$ cat config.mk
export PLATFORM = sky130hd
export DESIGN_NAME = uart_ring_arbiter
export DESIGN_NICKNAME = d
export VERILOG_FILES = /design/src/rtl/uart_ring_arbiter.sv
export SDC_FILE = /design/constraint.sdc
export NUM_CORES = 1
export LEC_CHECK = 0
export BUFFER_PORTS_ARGS = -buffer_cell sky130_fd_sc_hd__buf_4
export CORE_ASPECT_RATIO = 0.6
export CORE_MARGIN = 1
export CORE_UTILIZATION = 44
export DETAILED_ROUTE_END_ITERATION = 7
export PLACE_DENSITY_LB_ADDON = 0.05
export SLEW_MARGIN = 0
export SYNTH_ARGS = -nofsm -noshare
export SYNTH_HDL_FRONTEND = slang
export SYNTH_SLANG_ARGS = --single-unit
$ cat constraint.sdc
create_clock -name clk -period 3.4 [get_ports clk]
set_input_delay 0 -clock clk [delete_from_list [all_inputs] [get_ports clk]]
set_output_delay 0 -clock clk [all_outputs]
set_load 0.005 [all_outputs]
$ cat src/rtl/uart_ring_arbiter.sv
// uart_ring_arbiter: round-robin write arbiter and read sequencer for a UARTRingBuffer; producers req/reqData/grant, buffer rb*, consumer rdReq/rdValid/rdData/rdErr, occupancy count/full/empty
module uart_ring_arbiter #(
  parameter int NUM_REQ     = 4,
  parameter int DATA_WIDTH  = 8,
  parameter int CAPACITY    = 3,
  parameter int ACK_TIMEOUT = 15,
  localparam int CW = $clog2(CAPACITY + 1),
  localparam int PW = $clog2(NUM_REQ)
) (
  input  logic                          clk,
  input  logic                          reset,
  input  logic [NUM_REQ-1:0]            req,
  input  logic [NUM_REQ*DATA_WIDTH-1:0] reqData,
  output logic [NUM_REQ-1:0]            grant,
  output logic                          rbWriteEnable,
  output logic [DATA_WIDTH-1:0]         rbWriteData,
  output logic                          rbReadEnable,
  input  logic                          rbReadAck,
  input  logic [DATA_WIDTH-1:0]         rbReadData,
  input  logic                          rdReq,
  output logic                          rdValid,
  output logic [DATA_WIDTH-1:0]         rdData,
  output logic                          rdErr,
  output logic [CW-1:0]                 count,
  output logic                          full,
  output logic                          empty
);
  typedef enum logic [1:0] {IDLE, ISSUE, WAIT} state_t;
  state_t state, state_n;
  logic [PW-1:0] rr, win, idx;
  logic any, wr_ok, ack_ok, tmo, rd_go;
  logic [7:0] timer;
  assign full  = count == CW'(CAPACITY);
  assign empty = count == '0;
  always_comb begin
    win = '0;
    idx = '0;
    any = 1'b0;
    for (int k = NUM_REQ - 1; k >= 0; k--) begin
      idx = PW'((int'(rr) + k) % NUM_REQ);
      if (req[idx]) begin
        win = idx;
        any = 1'b1;
      end
    end
  end
  always_comb begin
    wr_ok  = any && (count < CW'(CAPACITY));
    rd_go  = state == IDLE && rdReq && !empty;
    ack_ok = rbReadAck && (state == ISSUE || state == WAIT);
    tmo    = state == WAIT && !rbReadAck && timer == 8'(ACK_TIMEOUT);
  end
  always_comb begin
    state_n = rd_go ? ISSUE : (ack_ok || tmo) ? IDLE : state == ISSUE ? WAIT : state;
  end
  always_ff @(posedge clk) begin
    if (reset) begin
      state         <= IDLE;
      rr            <= '0;
      timer         <= '0;
      grant         <= '0;
      rbWriteEnable <= 1'b0;
      rbWriteData   <= '0;
      rbReadEnable  <= 1'b0;
      rdValid       <= 1'b0;
      rdData        <= '0;
      rdErr         <= 1'b0;
      count         <= '0;
    end else begin
      state         <= state_n;
      grant         <= wr_ok ? NUM_REQ'(1) << win : '0;
      rbWriteEnable <= wr_ok;
      if (wr_ok) begin
        rbWriteData <= reqData[win*DATA_WIDTH +: DATA_WIDTH];
        rr          <= win == PW'(NUM_REQ - 1) ? '0 : win + 1'b1;
      end
      rbReadEnable  <= rd_go;
      rdValid       <= ack_ok;
      rdErr         <= tmo;
      if (ack_ok) rdData <= rbReadData;
      timer         <= state == WAIT ? timer + 8'd1 : 8'd0;
      // a timeout resyncs to empty, but a write granted on that same edge still lands
      count         <= tmo ? CW'(wr_ok) : count + CW'(wr_ok) - CW'(ack_ok);
    end
  end
endmodule

Word-level counts from Yosys, hierarchy flattened
Index checks and enable logic that the tools add are counted.

Register bits after elaboration: 38. Word-level logic and storage cells: 72.

Add/sub/neg operators: 7. Magnitude comparators: 5. Equal/unequal tests: 5. Shift operators: 2. Mux-type cells: 21. Bitwise gates (word level): 2. Reduce and logical (&&, ||, !) cells: 17.

Operators with widths (count): indexed part select 32 x 6 -> 8 bit (1); less-than comparator 2 x 3 -> 1 bit (second input constant) (4); 2-to-1 mux 1 bit (12); 2-to-1 mux 2 bit (5); adder 8 x 1 -> 8 bit (second input constant) (1); binary-select mux 1 bit (select 2 bit) (4); == test 8 x 4 -> 1 bit (second input constant) (1); == test 2 bit (second input constant) (3); logical AND 1 bit (6); OR reduction 2 bit (3); adder 2 x 1 -> 2 bit (second input constant) (2); adder 2 bit (second input constant) (2); logical NOT 2 bit (2); left shift 1 x 2 -> 4 bit (first input constant) (1); nonzero test 3 bit (1); OR reduction 3 bit (1); adder 2 x 1 -> 2 bit (1); == test 2 x 1 -> 1 bit (second input constant) (1); logical NOT 1 bit (2); logical OR 1 bit (2); less-than comparator 2 bit (second input constant) (1); inverter 1 bit (2); subtractor 2 x 1 -> 2 bit (1).

Longest topological paths before layout
Gate-level depths: netlist of run 1.

Depth after elaboration: 11. Depth in mapped cells: 10. Gate-level depth less buffers: 10.

Worst setup path after synthesis of run 1
No wires, ideal clock.

Kind: flip-flop to flip-flop. Start point: reg state[0]. End point: reg count[1]. Arrival: 1.751 ns. Data required time: 3.269 ns. Setup slack: 1.518 ns. Cell stages (with the launch flop): 11. Clock period less this slack: 1.882 ns. Cell sequence: dfxtp_1 -> inv_1 -> ha_1 -> nand2_1 -> clkinv_1 -> ha_1 -> inv_1 -> ha_1 -> xor2_1 -> xnor2_1 -> nor3_1.

Longest elaborated chain between the ends: 4. Elaborated cells on any way between the ends: 8.

Ends and longest elaborated chain: start, declared (RTL line 29) `state_t state, state_n;`; start signal, assigned (RTL line 70) `state <= state_n;`; == test 2 x 1 -> 1 bit / == test 2 bit (equally long branches) (RTL line 50) `ack_ok = rbReadAck && (state == ISSUE || state == WAIT);`; logical OR 1 bit (*) (RTL line 50); logical AND 1 bit (*) (RTL line 50); named net ack_ok (RTL line 31) `logic any, wr_ok, ack_ok, tmo, rd_go;`; subtractor 2 x 1 -> 2 bit (*) (RTL line 83) `count <= tmo ? CW'(wr_ok) : count + CW'(wr_ok) - CW'(ack_ok);`; end signal, assigned (RTL line 83); end, declared (RTL line 24) `output logic [CW-1:0] count,`.

Mark *: on every way through the listed nets, which the timed path passes. The rest lies on a longest branch. A chain may end at the register's enable or synchronous reset.

Worst setup path after layout of run 1
Same ends and word-level chain as after synthesis.

==> reports/results.tsv, run 1 <==
stage	metric	value	unit
logic_synthesis	Most used DFF post-synth	dfxtp_1	
critical_path	Crit path top cell by count	ha_1	
global_routing	first-pass GRT wire length	7040	um
timing	Fin. Hold Viols	0	
global_routing	met3 usage	0.0571	
logic_synthesis	YS warnings	0	
finish	most common cell after layout, fill and taps aside	buf_4	
floorplan	Ports	76	
critical_path	arrival time at the worst endpoint	2.60	ns
timing	relative slew slack	0.314	
placement	RD Place Congestion	0.845	
critical_path	Top delay family on crit path	adder cells	
clock_tree	CTS tree	yes	
logic_synthesis	synthesized area per cell	8.93	sq um
critical_path	Crit Path Max Fanout	11	
power	Max rail drop VDD	0.397	mV
timing	setup TNS	0	ns
timing	period utilization	0.713	
timing	Tmin final	2.42	ns
timing	WHS	0.0256	ns
logic_synthesis	XOR/XNOR Fraction of Synth Area	0.0386	
timing	Peak Freq	413	MHz
placement	Detail Placement HPWL	3190	um
logic_synthesis	Compound-Gate Fraction of Synth Area	0.181	
logic_synthesis	Syn Inst Count	203	
power	Leak Pwr	0.00112	uW
logic_synthesis	largest family of logic cells by synthesized area	simple AND/OR/NAND/NOR gates	
global_routing	global route hottest layer	met1	
route	per-cell routed wire length	13.7	um
critical_path	CP Launch Type	flip-flop	
clock_tree	H-tree depth	2	
critical_path	WP buf/inv	3	
global_routing	GRT Util Overall	0.211	
clock_tree	clock sinks	38	
floorplan	Die ar.	4390	sq um
clock_tree	CTS Buffer Depth	2	
clock_tree	clock root buffer	clkbuf_8	
global_routing	total grt overflow	0	
finish	Final nets	334	
finish	filler cell count	327	
global_routing	vias in the first global route	1438	
logic_synthesis	post-synthesis adder-cell area fraction	0.0414	
clock_tree	CTS buffer count	5	
finish	layout cells sized above 1	0.342	
status	status	finished, violations left	
status	failing checks	DRC	
route	via count	1684	
route	drt drc	4	
timing	fin. max-slew vios	0	
timing	RSZ-0062 raised after global routing	no	
logic_synthesis	Netlist Area Pre-Place	1810	sq um
logic_synthesis	synthesized flop and latch total	38	
critical_path	Slowest cell on crit path	ha_1	
floorplan	Die Span Y	51.7	um
timing	worst-margin pin slew	1.03	ns
job	Max-cap violations	0	
logic_synthesis	share of flip-flops with an asynchronous set or reset	0	
critical_path	Required @ worst endpoint	3.57	ns
logic_synthesis	EDFF count, synth	0	
logic_synthesis	Mapped Nets	257	
critical_path	slowest cell delay on critical path	0.38	ns
hold_path	HP Class	in2reg	
floorplan	core area	3810	sq um
clock_tree	worst skew pair latency	0.29	ns
global_routing	initial antenna violation count	0	
route	First-pass DRT Iterations	7	
timing	Worst Skew	0.00469	ns
timing	count of final setup violators	0	
logic_synthesis	distinct cell type count after synthesis	36	
clock_tree	CTS resizes	0	
global_routing	met1 usage	0.310	
critical_path	crit-path cells	inv_1, ha_1, nand2_1, clkinv_1, ha_1, inv_1, ha_1, xor2_1, xnor2_1, nor3_1	
placement	buffers added on ports	75	
route	Final ANT Viol Nets	0	
floorplan	Die X	84.9	um
clock_tree	Clk pin slew, worst setup/hold paths	0.07	ns
critical_path	Crit. End Element	flip-flop	
logic_synthesis	Simple-Gate Fraction of Synth Area	0.257	
placement	DP Area	2370	sq um
finish	most frequent cells in the layout	buf_4 (75), dfxtp_1 (38), nand2_1 (28)	
placement	DP Worst Slack	1.01	ns
route	vias per cell	5.13	
timing	final setup margin	0.976	ns
floorplan	initial core utilization	0.476	
global_routing	largest net degree at the start of global routing	21	
finish	number of antenna diodes	0	
global_routing	met2 Usage GRT	0.291	
logic_synthesis	multiplexer share of the synthesized area	0.00552	
route	final WL	4510	um
finish	post-route cell area	2550	sq um
route	DRT iter0 DRCs	47	
logic_synthesis	post-synthesis sequential area ratio	0.420	
power	Power Density	597	nW/um^2
finish	Area Growth Syn to Fin	40.8	%
floorplan	floorplan row count	17	
critical_path	Crit Path Category	reg2reg	
[final cells by class]
class | count | area (sq um) | share of cell area
repair buffers | 83 | 643 | 0.252
multi-input cells | 145 | 957 | 0.375
clock inverters | 1 | 30.0 | 0.0118
well taps | 47 | 58.8 | 0.0230
clock buffers | 7 | 76.3 | 0.0299
inverters | 7 | 26.3 | 0.0103
flip-flops and latches | 38 | 761 | 0.298
[logic make-up after synthesis]
| kind of cell | Yosys count |
|---|---|
| and+or+nand+nor | 90 |
| DFF | 38 |
| muxes | 1 |
| AOI/OAI and AO/OA | 40 |
| adders and majority gates | 6 |
| xor gates and xnor gates | 8 |
| buffers and inverters | 20 |
[Yosys cell counts, types with 2 or more instances]
library cell  instances  area, sq um
a211oi_1              8         60.1
a211oi_2              9          113
a21oi_1               9         45.0
and2_1                2         12.5
and3_1               15         93.8
and3_4                3         33.8
buf_2                 4         20.0
buf_6                 3         33.8
clkbuf_1              5         18.8
dfxtp_1              38          761
ha_1                  6         75.1
inv_1                 6         22.5
nand2_1              28          105
nand3_1               3         15.0
nor2_1               18         67.6
nor2b_1               5         31.3
nor3_1                6         30.0
nor4_1                2         12.5
o211ai_1              2         15.0
o31ai_1               8         60.1
or4_1                 2         15.0
xnor2_1               3         26.3
xor2_1                5         43.8
[report_power, final]
group,internal [uW],switching [uW],leakage [uW]
clock network,220,155,0.0000524
logic,280,280,0.000755
registers,532,58.1,0.000311
[repair_timing]
action,4_1_cts,5_1_grt
setup buffers,0,0
hold buffers,8,0
hold endpoints to repair,8,0
[per-stage QoR]
step / util / cells / total power, uW
finish: 0.670 / 328 / 1520
global placement: 0.621 / 312 / 1140
global route: 0.670 / 328 / 1620
CTS: 0.670 / 328 / 1530
detailed placement: 0.621 / 312 / 1150
floorplan: - / 203 / 937
[worst paths after layout]
| kind | start | endpoint | slack [ns] | cells after the start |
|---|---|---|---|---|
| worst max register to register | state[0] | count[1] | 0.98 | 10 |
| worst min register to register | rdData[1] | rdData[1] | 0.46 | 2 |
| worst max-delay path | state[0] | count[1] | 0.98 | 10 |
| worst min-delay path | reset | rdData[5] | 0.03 | 2 |
[flip-flops by register name, summed over array words and instances (netlist names)]
register,flops
timer,8
count,2
rbWriteData,8
rr,2
rdErr,1
rbReadEnable,1
rbWriteEnable,1
rdValid,1
state,2
grant,4
rdData,8
[metal layers]
metal	wire length, um	share of wire	vias up
met5	0	0	-
met4	46	0.010	0
li1	-	-	865
met1	2460	0.55	765
met2	1790	0.40	47
met3	210	0.047	7
No activity file was read; power rests on OpenSTA's default activity.
==> inputs of run 2 (changes only) <==
--- a/config.mk
+++ b/config.mk
@@ -8,7 +8,7 @@
 export BUFFER_PORTS_ARGS = -buffer_cell sky130_fd_sc_hd__buf_4
 export CORE_ASPECT_RATIO = 0.6
 export CORE_MARGIN = 1
-export CORE_UTILIZATION = 44
+export CORE_UTILIZATION = 43
 export DETAILED_ROUTE_END_ITERATION = 7
 export PLACE_DENSITY_LB_ADDON = 0.05
 export SLEW_MARGIN = 0
==> constraint.sdc (replaced) <==
create_clock -name clk -period 2 [get_ports clk]
set_input_delay 0 -clock clk [delete_from_list [all_inputs] [get_ports clk]]
set_output_delay 0 -clock clk [all_outputs]
set_load 0.005 [all_outputs]
==> run 2 against run 1 <==
Against the previous run: the run now ends clean; critical path depth is 4 lower; sequential cell count is the same; final cell count up 6.1%; die area is 2.2% higher; sequential power rose by 66%; register-to-register slack got worse by 0.84 ns; via count up 3.7%; clock power increased by 120%; critical endpoint is now rbWriteData[3].
==> reports/results.tsv, run 2 (synthesis gave the netlist of run 1 again) <==
stage	metric	value	unit	change
status	status	finished, final reports clean		
clock_tree	CTS resizes	0		unchanged
critical_path	Required @ worst endpoint	2.20	ns	-1.37 ns
floorplan	initial core utilization	0.471		-0.00526
floorplan	Die ar.	4490	sq um	+2.2%
clock_tree	Setup Buffers After CTS	0		unchanged
clock_tree	clock sinks	38		unchanged
clock_tree	hold_buf cts	8		unchanged
placement	buffers added on ports	75		unchanged
route	First-pass DRT Iterations	4		-3
route	via count	1747		+3.7%
clock_tree	CTS tree	yes		
timing	count of final setup violators	0		unchanged
global_routing	first-pass GRT wire length	7140	um	+1.5%
critical_path	WP buf/inv	1		-2
finish	Area Growth Syn to Fin	47.6	%	
power	Max rail drop VDD	0.696	mV	+75%
critical_path	Crit Path Max Fanout	20		+9
timing	Peak Freq	537	MHz	+30%
timing	Tmin final	1.86	ns	-0.562 ns
timing	Fin. Hold Viols	0		unchanged
power	Power Density	1060	nW/um^2	+78%
route	per-cell routed wire length	12.9	um	-6.0%
floorplan	Ports	76		unchanged
timing	RSZ-0062 raised after global routing	no		
route	Final ANT Viol Nets	0		unchanged
timing	period utilization	0.931		+0.218
critical_path	Slowest cell on crit path	or4b_1		
finish	Regs by FF count	rbWriteData: 8 flops, rdData: 8 flops, timer: 8 flops		
critical_path	Top delay family on crit path	simple AND/OR/NAND/NOR gates		
placement	DP Worst Slack	0.144	ns	-0.863 ns
job	Max-cap violations	0		unchanged
clock_tree	H-tree depth	2		unchanged
timing	worst-margin pin slew	0.568	ns	-0.460 ns
timing	WHS	0.0295	ns	+0.00392 ns
finish	layout cells sized above 1	0.371		+0.0295
critical_path	CP Launch Type	flip-flop		
clock_tree	Clk pin slew, worst setup/hold paths	0.07	ns	about the same
placement	DP Cell Count	332		+6.4%
critical_path	arrival time at the worst endpoint	2.06	ns	-0.54 ns
critical_path	slowest cell delay on critical path	0.50	ns	+0.12 ns
finish	most common cell after layout, fill and taps aside	buf_4		
power	Leak Pwr	0.00119	uW	+6.0%
global_routing	GRT Util Overall	0.208		-0.00280
timing	setup TNS	0	ns	unchanged
placement	RD Place Congestion	0.853		+0.94%
placement	DP Area	2450	sq um	+3.7%
critical_path	Crit Path Category	reg2reg		
clock_tree	CTS Buffer Depth	2		unchanged
clock_tree	CTS buffer count	5		unchanged
floorplan	core area	3850	sq um	+1.1%
route	final WL	4490	um	-0.31%
floorplan	Die Span Y	52.3	um	+1.1%
clock_tree	clock root buffer	clkbuf_8		
global_routing	initial antenna violation count	0		unchanged
finish	post-route cell area	2680	sq um	+4.9%
critical_path	Crit. End Element	flip-flop		
finish	Final nets	344		+3.0%
floorplan	floorplan row count	17		unchanged
timing	Worst Skew	0.00392	ns	-0.000766 ns
route	drt drc	0		-4
finish	number of antenna diodes	0		unchanged
finish	non-filler cells in the finished layout	348		+6.1%
critical_path	crit-path cells	nor2b_1, or4b_1, buf_4, nand2_4, a211oi_1, o31ai_1		
timing	relative slew slack	0.621		+0.306
timing	final setup margin	0.138	ns	-0.838 ns
hold_path	HP Class	in2reg		
route	vias per cell	5.02		-2.2%
placement	Detail Placement HPWL	3280	um	+2.8%
floorplan	Die X	85.8	um	+1.1%
timing	fin. max-slew vios	0		unchanged
finish	most frequent cells in the layout	buf_4 (85), dfxtp_1 (38), nand2_1 (28)		
clock_tree	worst skew pair latency	0.29	ns	about the same
route	DRT iter0 DRCs	55		+17%
global_routing	largest net degree at the start of global routing	21		unchanged
global_routing	total grt overflow	0		unchanged
global_routing	vias in the first global route	1507		+4.8%
[run 2: cell type report]
type | count | area [sq um]
Fill cell | 306 | 1170
Multi-Input combinational cell | 145 | 957
Sequential cell | 38 | 761
Timing Repair Buffer | 93 | 718
Clock buffer | 6 | 82.6
Tap cell | 57 | 71.3
Clock inverter | 2 | 60.1
Inverter | 7 | 26.3
[run 2: through the flow]
stage / power, uW / utilization
floorplan: 1590 / -
CTS: 2860 / 0.695
global placement: 2030 / 0.637
finish: 2840 / 0.695
detailed placement: 2040 / 0.637
global route: 3020 / 0.695
[run 2: worst register-to-register path, delay by kind of cell, from the launching register on]
family	cells	cell delay (ns)
buffers and inverters	1	0.21
AND/OR/NAND/NOR	3	0.84
flip-flops	1	0.36
AO/OA/AOI/OAI	2	0.38
[run 2: power breakdown]
part	leakage, uW	internal, uW	total [uW]	switching, uW
logic	0.000803	539	1050	514
clock network	0.0000714	532	805	273
registers	0.000311	904	982	77.7
total	0.00119	1980	2840	865
[run 2: worst paths after layout]
check / cells after the start / start / endpoint / slack, ns
max: 6 / rr[0] / rbWriteData[3] / 0.14
min: 2 / reset / rdData[4] / 0.03
max reg2reg: 6 / rr[0] / rbWriteData[3] / 0.14
min reg2reg: 2 / rdData[4] / rdData[4] / 0.46
[run 2: metal layers]
metal	wire [um]	track usage	up-vias
li1	-	-	893
met3	226	0.0677	4
met2	1800	0.284	53
met5	0	0	-
met1	2450	0.312	797
met4	13	0.0417	0
